--- src/rtl/mips_muldiv_unit_pkg.sv ---
// Shared definitions for the iterative multiply/divide unit.
//   md_op_e    : operation encoding carried on the op port
//   md_state_e : controller state encoding (IDLE -> CALC -> FIXUP -> IDLE)
package mips_muldiv_unit_pkg;

  typedef enum logic [1:0] {
    MD_MULT  = 2'b00,
    MD_MULTU = 2'b01,
    MD_DIV   = 2'b10,
    MD_DIVU  = 2'b11
  } md_op_e;

  typedef enum logic [1:0] {
    ST_IDLE  = 2'b00,
    ST_CALC  = 2'b01,
    ST_FIXUP = 2'b10
  } md_state_e;

endpackage

--- src/rtl/mips_muldiv_step.sv ---
// One radix-2 iteration of the multiply/divide datapath (purely combinational).
//   acc_i    : working accumulator
//              MUL: {partial product high half, remaining multiplier bits}
//              DIV: {partial remainder, remaining dividend bits / quotient so far}
//   opnd_i   : multiplicand (MUL) or divisor (DIV), magnitude
//   is_div_i : 1 = restoring-divide step, 0 = shift-add multiply step
//   acc_o    : accumulator after this iteration (DIV: LSB left 0, see qbit_o)
//   qbit_o   : quotient bit produced by this divide step (0 for MUL)
module mips_muldiv_step #(
  parameter int WIDTH = 32
) (
  input  logic [2*WIDTH-1:0] acc_i,
  input  logic [WIDTH-1:0]   opnd_i,
  input  logic               is_div_i,
  output logic [2*WIDTH-1:0] acc_o,
  output logic               qbit_o
);

  logic [WIDTH:0]   sum;
  logic [WIDTH:0]   rem_sh;
  logic             fits;
  logic [WIDTH-1:0] rem_n;

  always_comb begin
    // Multiply: conditionally add the multiplicand into the top half, keep the carry.
    sum    = {1'b0, acc_i[2*WIDTH-1:WIDTH]}
           + {1'b0, (acc_i[0] ? opnd_i : {WIDTH{1'b0}})};
    // Divide: bring the next dividend bit into a WIDTH+1 bit partial remainder.
    rem_sh = {acc_i[2*WIDTH-1:WIDTH], acc_i[WIDTH-1]};
    fits   = (rem_sh >= {1'b0, opnd_i});
    // After a successful subtract the remainder is below the divisor, so it fits WIDTH bits.
    rem_n  = fits ? WIDTH'(rem_sh - {1'b0, opnd_i}) : rem_sh[WIDTH-1:0];

    acc_o  = {sum, acc_i[WIDTH-1:1]};
    qbit_o = 1'b0;
    if (is_div_i) begin
      acc_o  = {rem_n, acc_i[WIDTH-2:0], 1'b0};
      qbit_o = fits;
    end
  end

endmodule

--- src/rtl/mips_muldiv_unit.sv ---
// Iterative multiply/divide unit with HI/LO registers for the MIPS pipeline.
// Operands are converted to magnitudes at launch, WIDTH radix-2 steps run in CALC,
// and FIXUP spends two cycles: apply result signs, then write HI/LO and pulse done.
//   clk, rst      : clock, asynchronous active-high reset
//   start, op     : launch MULT/MULTU/DIV/DIVU (sampled only while idle)
//   a, b          : rs / rt operands
//   hi_we, lo_we  : MTHI / MTLO strobes with wdata (honoured only while idle)
//   flush         : abort an in-flight operation, HI/LO left untouched
//   busy          : operation in flight
//   done          : one-cycle pulse when HI/LO were just written by an operation
//   hi, lo        : HI / LO registers
module mips_muldiv_unit
  import mips_muldiv_unit_pkg::*;
#(
  parameter int WIDTH = 32,
  parameter int CNT_W = $clog2(WIDTH + 1)
) (
  input  logic             clk,
  input  logic             rst,
  input  logic             start,
  input  logic [1:0]       op,
  input  logic [WIDTH-1:0] a,
  input  logic [WIDTH-1:0] b,
  input  logic             hi_we,
  input  logic             lo_we,
  input  logic [WIDTH-1:0] wdata,
  input  logic             flush,
  output logic             busy,
  output logic             done,
  output logic [WIDTH-1:0] hi,
  output logic [WIDTH-1:0] lo
);

  localparam logic [CNT_W-1:0] LAST_STEP = CNT_W'(WIDTH - 1);

  function automatic logic [WIDTH-1:0] neg_w(input logic [WIDTH-1:0] x);
    return ~x + WIDTH'(1);
  endfunction

  function automatic logic [2*WIDTH-1:0] neg_2w(input logic [2*WIDTH-1:0] x);
    return ~x + (2*WIDTH)'(1);
  endfunction

  // Control state (reset)
  md_state_e          state_q, state_d;
  logic [CNT_W-1:0]   cnt_q, cnt_d;
  logic [WIDTH-1:0]   hi_q, hi_d;
  logic [WIDTH-1:0]   lo_q, lo_d;
  logic               done_q, done_d;

  // Working datapath (no reset; always loaded at launch)
  logic [2*WIDTH-1:0] acc_q, acc_d;
  logic [WIDTH-1:0]   opnd_q, opnd_d;
  logic               is_div_q, is_div_d;
  logic               neg_q_q, neg_q_d;   // negate product / quotient
  logic               neg_r_q, neg_r_d;   // remainder takes negative dividend sign

  // Launch-time operand decode
  md_op_e             op_e;
  logic               op_div, op_signed, sgn_a, sgn_b, div_zero;
  logic [WIDTH-1:0]   mag_a, mag_b;

  assign op_e      = md_op_e'(op);
  assign op_div    = (op_e == MD_DIV)  || (op_e == MD_DIVU);
  assign op_signed = (op_e == MD_MULT) || (op_e == MD_DIV);
  assign sgn_a     = op_signed & a[WIDTH-1];
  assign sgn_b     = op_signed & b[WIDTH-1];
  assign mag_a     = sgn_a ? neg_w(a) : a;
  assign mag_b     = sgn_b ? neg_w(b) : b;
  // Divide by zero: the restoring loop naturally yields remainder=|a| and an all-ones
  // quotient; suppressing the quotient negation and giving the remainder the dividend
  // sign reproduces hi=a, lo=all ones.
  assign div_zero  = op_div && (b == '0);

  logic [2*WIDTH-1:0] step_acc;
  logic               step_qbit;

  mips_muldiv_step #(.WIDTH(WIDTH)) u_step (
    .acc_i    (acc_q),
    .opnd_i   (opnd_q),
    .is_div_i (is_div_q),
    .acc_o    (step_acc),
    .qbit_o   (step_qbit)
  );

  logic [2*WIDTH-1:0] prod_fix;
  logic [WIDTH-1:0]   rem_fix, quo_fix;

  assign prod_fix = neg_q_q ? neg_2w(acc_q) : acc_q;
  assign rem_fix  = neg_r_q ? neg_w(acc_q[2*WIDTH-1:WIDTH]) : acc_q[2*WIDTH-1:WIDTH];
  assign quo_fix  = neg_q_q ? neg_w(acc_q[WIDTH-1:0]) : acc_q[WIDTH-1:0];

  always_comb begin
    state_d  = state_q;
    cnt_d    = cnt_q;
    hi_d     = hi_q;
    lo_d     = lo_q;
    done_d   = 1'b0;
    acc_d    = acc_q;
    opnd_d   = opnd_q;
    is_div_d = is_div_q;
    neg_q_d  = neg_q_q;
    neg_r_d  = neg_r_q;

    case (state_q)
      ST_IDLE: begin
        if (hi_we) hi_d = wdata;
        if (lo_we) lo_d = wdata;
        if (start && !flush) begin
          state_d  = ST_CALC;
          cnt_d    = '0;
          acc_d    = {{WIDTH{1'b0}}, (op_div ? mag_a : mag_b)};
          opnd_d   = op_div ? mag_b : mag_a;
          is_div_d = op_div;
          neg_q_d  = (sgn_a ^ sgn_b) & ~div_zero;
          neg_r_d  = op_div & sgn_a;
        end
      end
      ST_CALC: begin
        if (flush) begin
          state_d = ST_IDLE;
          cnt_d   = '0;
        end else begin
          acc_d = {step_acc[2*WIDTH-1:1], step_acc[0] | step_qbit};
          if (cnt_q == LAST_STEP) begin
            state_d = ST_FIXUP;
            cnt_d   = '0;
          end else begin
            cnt_d = cnt_q + 1'b1;
          end
        end
      end
      ST_FIXUP: begin
        if (flush) begin
          state_d = ST_IDLE;
          cnt_d   = '0;
        end else if (cnt_q == '0) begin
          // First FIXUP cycle: apply signs in place.
          acc_d = is_div_q ? {rem_fix, quo_fix} : prod_fix;
          cnt_d = cnt_q + 1'b1;
        end else begin
          // Second FIXUP cycle: commit to HI/LO.
          hi_d    = acc_q[2*WIDTH-1:WIDTH];
          lo_d    = acc_q[WIDTH-1:0];
          done_d  = 1'b1;
          state_d = ST_IDLE;
          cnt_d   = '0;
        end
      end
      default: begin
        state_d = ST_IDLE;
        cnt_d   = '0;
      end
    endcase
  end

  always_ff @(posedge clk or posedge rst) begin
    if (rst) begin
      state_q <= ST_IDLE;
      cnt_q   <= '0;
      hi_q    <= '0;
      lo_q    <= '0;
      done_q  <= 1'b0;
    end else begin
      state_q <= state_d;
      cnt_q   <= cnt_d;
      hi_q    <= hi_d;
      lo_q    <= lo_d;
      done_q  <= done_d;
    end
  end

  always_ff @(posedge clk) begin
    acc_q    <= acc_d;
    opnd_q   <= opnd_d;
    is_div_q <= is_div_d;
    neg_q_q  <= neg_q_d;
    neg_r_q  <= neg_r_d;
  end

  assign busy = (state_q != ST_IDLE);
  assign done = done_q;
  assign hi   = hi_q;
  assign lo   = lo_q;

endmodule

--- config.mk ---
export PLATFORM = sky130hd
export DESIGN_NAME = mips_muldiv_unit
export DESIGN_NICKNAME = d
export VERILOG_FILES = /design/src/rtl/mips_muldiv_unit_pkg.sv /design/src/rtl/mips_muldiv_step.sv /design/src/rtl/mips_muldiv_unit.sv
export SDC_FILE = /design/constraint.sdc
export NUM_CORES = 1
export LEC_CHECK = 0
export BUFFER_PORTS_ARGS = -buffer_cell sky130_fd_sc_hd__buf_2
export CORE_MARGIN = 5
export CORE_UTILIZATION = 39
export DETAILED_ROUTE_END_ITERATION = 6
export PLACE_DENSITY = 0.68
export SKIP_LAST_GASP = 1
export SLEW_MARGIN = 20
export SYNTH_ARGS = -nofsm -noshare
export SYNTH_HDL_FRONTEND = slang
export SYNTH_HIERARCHICAL = 1
export SYNTH_SLANG_ARGS = --single-unit
--- constraint.sdc ---
create_clock -name clk -period 10.4 [get_ports clk]
set_input_delay 2.6 -clock clk [delete_from_list [all_inputs] [get_ports clk]]
set_output_delay 2.6 -clock clk [all_outputs]
set_load 0.01 [all_outputs]
==> results.json, run 1 <==
{
  "status": "finished, final reports clean",
  "nets": 2072,
  "critical_path.startpoint_type": "primary input",
  "syn_area_mm2": 0.01538,
  "clkSlewWorstSetupHoldPaths_ns": 0.07,
  "ir_drop_mv": 0.2190,
  "cts_setup_buffers": 0,
  "drt_pass1_iterations": 5,
  "skew_ns": 0.01623,
  "post-place-ws_ns": 5.217,
  "p_clk_share_pct": 11.8,
  "setup_ws_ns": 5.593,
  "p_per_area_mw_per_mm2": 323.3,
  "synth-edff-count": 99,
  "grt_pass1_vias": 13860,
  "grt_pass1_wl_mm": 78.62,
  "hold_viol": 0,
  "crit_path_end_kind": "register",
  "io_buffers": 169,
  "syn_avg_cell_area_um2": 8.585,
  "clkLatencyLatePin_ns": 0.44,
  "clk_path_buf_depth": 2,
  "gp_congestion": 0.9913,
  "dieWidth_um": 208.6,
  "initial_core_util_pct": 39.60,
  "switching_share_pct": 50.50,
  "wl_per_cell_um": 21.17,
  "htree_levels": 4,
  "synth-seq-cells": 172,
  "synthCells": 1791,
  "async_reset_ff_share_pct": 42.44,
  "drc_errors": 0,
  "rsz0062_at_grt": "no",
  "antenna_found_initial": 0,
  "dieHeight_um": 208.6,
  "stdcell_count": 2424,
  "dp_cells": 2391,
  "path_class": "in -> reg",
  "finalSetupTns_ns": 0,
  "whs_ns": 0.5223,
  "ant_nets": 0,
  "synth_top_cell_by_area": "edfxtp_1",
  "synth_most_common_cell": "a21oi_1",
  "cts_hold_buf": 0,
  "ys_types": 89,
  "power.internal_mw": 2.756,
  "fillers": 3787,
  "cp_max_fo": 7,
  "io_pins": 170,
  "clkSinkCount": 172,
  "grt_use_met1_pct": 29.51,
  "pwr-share-seq_pct": 29.2,
  "area_delta_synth_final_pct": 12.03,
  "cts_tree": "yes",
  "holdCritPathClass": "reg -> reg",
  "cts-root-buf": "clkbuf_16",
  "ys.warnings.count": 6,
  "coreArea_mm2": 0.03883,
  "placed_area_mm2": 0.01662,
  "grt_overflow_total": 0,
  "fmax_ghz": 0.2080,
  "dp_hpwl_mm": 39.89,
  "combPwrFrac_pct": 59.1,
  "synth_seq_area_share_pct": 31.21,
  "synth_area_leaders": "edfxtp_1 19%, dfrtp_1 12%, a21oi_1 7.7%, ha_1 6.0%, xor2_1 5.5%",
  "cts_resized": 0,
  "p_total_mw": 5.568,
  "power_switching_mw": 2.812,
  "finalCritPeriodShare_pct": 46.22,
  "ys.flop_type": "edfxtp_1",
  "grt_max_degree": 96,
  "grt_use_met2_pct": 37.35,
  "synth_top_area_share_pct": 19.33,
  "row_count": 72,
  "syn-num-nets": 1971,
  "relSlewSlack_pct": 32.31,
  "synth_top_cells_by_count": "236 x a21oi_1, 150 x nor2_1, 104 x nand2_1, 99 x edfxtp_1, 96 x xor2_1",
  "final_util_pct": 44.36,
  "vias_per_cell": 6.040,
  "routed_wl_mm": 51.32,
  "fin_crit_ns": 4.807,
  "vias": 14640,
  "drive_above_1_share_pct": 17.01,
  "grt_usage_pct": 22.53,
  "worstMarginPinSlew_ns": 1.013,
  "dieArea_mm2": 0.04350,
  "arrival_ns": 5.05,
  "required_ns": 10.65,
  "cts-buffers-inserted": 17,
  "busiest_layer": "met2",
  "design_area_mm2": 0.01723,
  "max-cap-violations": 0,
  "p_leak_nw": 6.939,
  "setup_viol": 0,
  "drtIter0Drc": 1500,
  "slew_viol_final": 0,
  "globalRouteMet3Util_pct": 2.711
}
-- cell usage in the layout, fill, tap and decap left out, types with 14 or more instances in the layout --
cell,count
o31ai_1,23
a31oi_1,21
and2_1,44
nor3_1,28
xnor2_1,68
ha_1,73
o21ai_0,86
clkbuf_16,20
mux2_2,50
buf_4,16
o21ai_1,27
o211ai_1,15
nor2_1,148
nor4_1,14
or4_1,14
nor2b_1,43
a221oi_1,25
nand2_1,103
a21o_1,40
xor2_1,96
dfrtp_1,73
buf_2,169
edfxtp_1,99
a21oi_1,232
or3_1,27
nand3_1,28
inv_1,79
mux2i_1,40
-- critical path, stage by stage --
cell and delay [ns]:
buf_2 0.13, inv_1 0.08, ha_1 0.16, nor3b_1 0.56, nand4_1 0.43, or3_1 0.43
o31ai_1 0.25, xor2_1 0.12, a221oi_1 0.30
-- state kept, by name, summed over array words and instances, names as in the netlist --
register,flops
state_q,2
hi,32
lo,32
cnt_q,6
opnd_q,32
done,1
acc_q,64
neg_q_q,1
neg_r_q,1
is_div_q,1
-- power groups by stage --
stage	Sequential, mW	Combinational [mW]	Clock, mW
floorplan	1.46	2.34	0
global placement	1.62	3.18	0
detailed placement	1.63	3.23	0
CTS	1.61	3.25	0.661
global route	1.65	3.59	0.692
finish	1.62	3.29	0.655
-- routing by layer --
| layer | share of wire, % | vias up | wire length, um |
|---|---|---|---|
| met1 | 40 | 7070 | 20690 |
| met5 | 0 | - | 0 |
| met2 | 48 | 664 | 24600 |
| li1 | - | 6797 | - |
| met4 | 5.1 | 0 | 2618 |
| met3 | 6.7 | 110 | 3417 |
-- cells by family after synthesis --
logic type                 synth area share, %
buffers and inverters                    4.728
DFF                                      31.21
and+or+nand+nor                          19.17
adders and majority gates                6.282
AOI/OAI and AO/OA                        23.00
xor gates and xnor gates                 9.342
muxes                                    6.266
-- layout make-up --
class	count	area, um^2	area share [%]
multi-input cells	1436	9910	57.53
flip-flops and latches	172	4800	27.86
repair buffers	185	965.9	5.608
well taps	518	648.1	3.763
clock buffers	21	504.2	2.927
inverters	80	300.3	1.743
clock inverters	11	95.09	0.5520
diodes	1	2.502	0.01453
-- final timing paths --
check	start	to	slack, ns	cells past startpoint
max	a[1]	acc_q[18]	5.59	9
max reg2reg	acc_q[0]	acc_q[55]	5.98	15
min in group asynchronous	rst	done	2.43	3
min reg2reg	hi[10]	hi[10]	0.52	2
min	hi[10]	hi[10]	0.52	2
max in group asynchronous	rst	lo[23]	7.33	3
No activity file was read; power rests on OpenSTA's default activity.
==> run 2: changes to the inputs <==
clock period = 4.8 ns   (was 10.4 ns; I/O delays follow)
==> results.json, run 2 (synthesized netlist as in run 1, its figures left out) <==
{
  "status": "finished, final reports clean",
  "layout_commonest_cell": "a21oi_1",
  "arrival_ns": 4.14,
  "vias": 14550,
  "vias_per_cell": 5.969,
  "final_cell_mix": "232 x a21oi_1, 169 x buf_2, 148 x nor2_1",
  "routed_wl_mm": 52.38,
  "antenna_found_initial": 0,
  "cts_setup_buffers": 0,
  "rsz0062_at_grt": "no",
  "wl_per_cell_um": 21.49,
  "drtIter0Drc": 1601,
  "clkSlewWorstSetupHoldPaths_ns": 0.07,
  "cts_tree": "yes",
  "gp_congestion": 1.047,
  "slew_viol_final": 0,
  "n_antenna_cell": 0,
  "coreArea_mm2": 0.03883,
  "relSlewSlack_pct": 33.14,
  "critical_path.startpoint_type": "register",
  "cp_max_fo": 32,
  "ant_nets": 0,
  "nets": 2086,
  "largest_register_ffs": 64,
  "clkSinkCount": 172,
  "fin_crit_ns": 3.960,
  "cts_hold_buf": 0,
  "finalSetupTns_ns": 0,
  "hold_viol": 0,
  "cts-root-buf": "clkbuf_16",
  "grt_usage_pct": 23.20,
  "dieArea_mm2": 0.04350,
  "grt_overflow_total": 0,
  "p_leak_nw": 7.014,
  "skew_ns": 0.01191,
  "dieHeight_um": 208.6,
  "clkLatencyLatePin_ns": 0.44,
  "max-cap-violations": 0,
  "initial_core_util_pct": 39.60,
  "grt_pass1_wl_mm": 80.41,
  "fmax_ghz": 0.2525,
  "drc_errors": 0,
  "clk_path_buf_depth": 2,
  "htree_levels": 4,
  "grt_pass1_vias": 13940,
  "finalCritPeriodShare_pct": 82.51,
  "top_register": "acc_q",
  "required_ns": 4.98,
  "cts_resized": 0,
  "ir_drop_mv": 0.4294,
  "drive_above_1_share_pct": 17.56,
  "io_pins": 170,
  "dieWidth_um": 208.6,
  "cts-buffers-inserted": 17,
  "p_per_area_mw_per_mm2": 712.1,
  "whs_ns": 0.5267,
  "worstMarginPinSlew_ns": 1.000,
  "row_count": 72,
  "io_buffers": 169,
  "drt_pass1_iterations": 6,
  "path_class": "reg -> reg",
  "setup_viol": 0,
  "dp_hpwl_mm": 41.04,
  "area_delta_synth_final_pct": 12.86,
  "grt_max_degree": 93,
  "crit_path_end_kind": "register",
  "holdCritPathClass": "reg -> reg"
}
run 2: where the power goes:
| group | switching (mW) | leakage, nW | internal, mW | total, mW |
|---|---|---|---|---|
| Clock | 0.653 | 0.304 | 0.884 | 1.54 |
| Combinational | 4.63 | 4.91 | 2.82 | 7.45 |
| Sequential | 0.922 | 1.79 | 2.45 | 3.37 |
run 2: metal layers:
layer	track usage [%]	routed length, um	vias up
met5	0	0	-
met4	11.90	3002	0
met3	2.862	3248	125
met2	37.99	24650	679
met1	30.22	21480	6928
li1	-	-	6815
run 2: worst max-delay path: stages, from the launching register on:
cell and delay (ns):
edfxtp_1 0.57, ha_1 0.37, nor2b_1 0.16, o211ai_1 0.13
a21oi_2 0.20, o211ai_1 0.16, o31a_1 0.40, o211ai_4 0.83
buf_4 0.33, mux2i_1 0.25, o21ai_0 0.10, nand2_1 0.09
o21ai_0 0.07
run 2: stage by stage:
step | power, mW | util (%) | setup WS (ns) | std cells | area [um^2]
floorplan | 8.248 | - | 0.9342 | 1791 | 15380
global placement | 10.52 | 43.07 | 0.9776 | 2405 | 16720
detailed placement | 10.65 | 43.07 | 0.9030 | 2405 | 16720
CTS | 12.21 | 44.70 | 0.9367 | 2437 | 17350
global route | 13.13 | 44.70 | 0.6170 | 2437 | 17350
finish | 12.36 | 44.70 | 0.8398 | 2437 | 17350
run 2: path summary, 6_finish.rpt:
| kind | startpoint | end | slack, ns | cells after the start |
|---|---|---|---|---|
| max in group asynchronous | rst | hi[16] | 2.86 | 3 |
| max | acc_q[32] | acc_q[38] | 0.84 | 12 |
| min | hi[20] | hi[20] | 0.53 | 2 |
| min reg2reg | hi[20] | hi[20] | 0.53 | 2 |
| max reg2reg | acc_q[32] | acc_q[38] | 0.84 | 12 |
| min in group asynchronous | rst | cnt_q[0] | 0.88 | 2 |
run 2: layout make-up:
class | count | area (um^2)
well taps | 518 | 648.1
inverters | 80 | 300.3
fillers | 3793 | 21470
clock inverters | 14 | 203.9
flip-flops and latches | 172 | 4800
repair buffers | 199 | 1071
multi-input cells | 1436 | 9902
clock buffers | 18 | 429.2
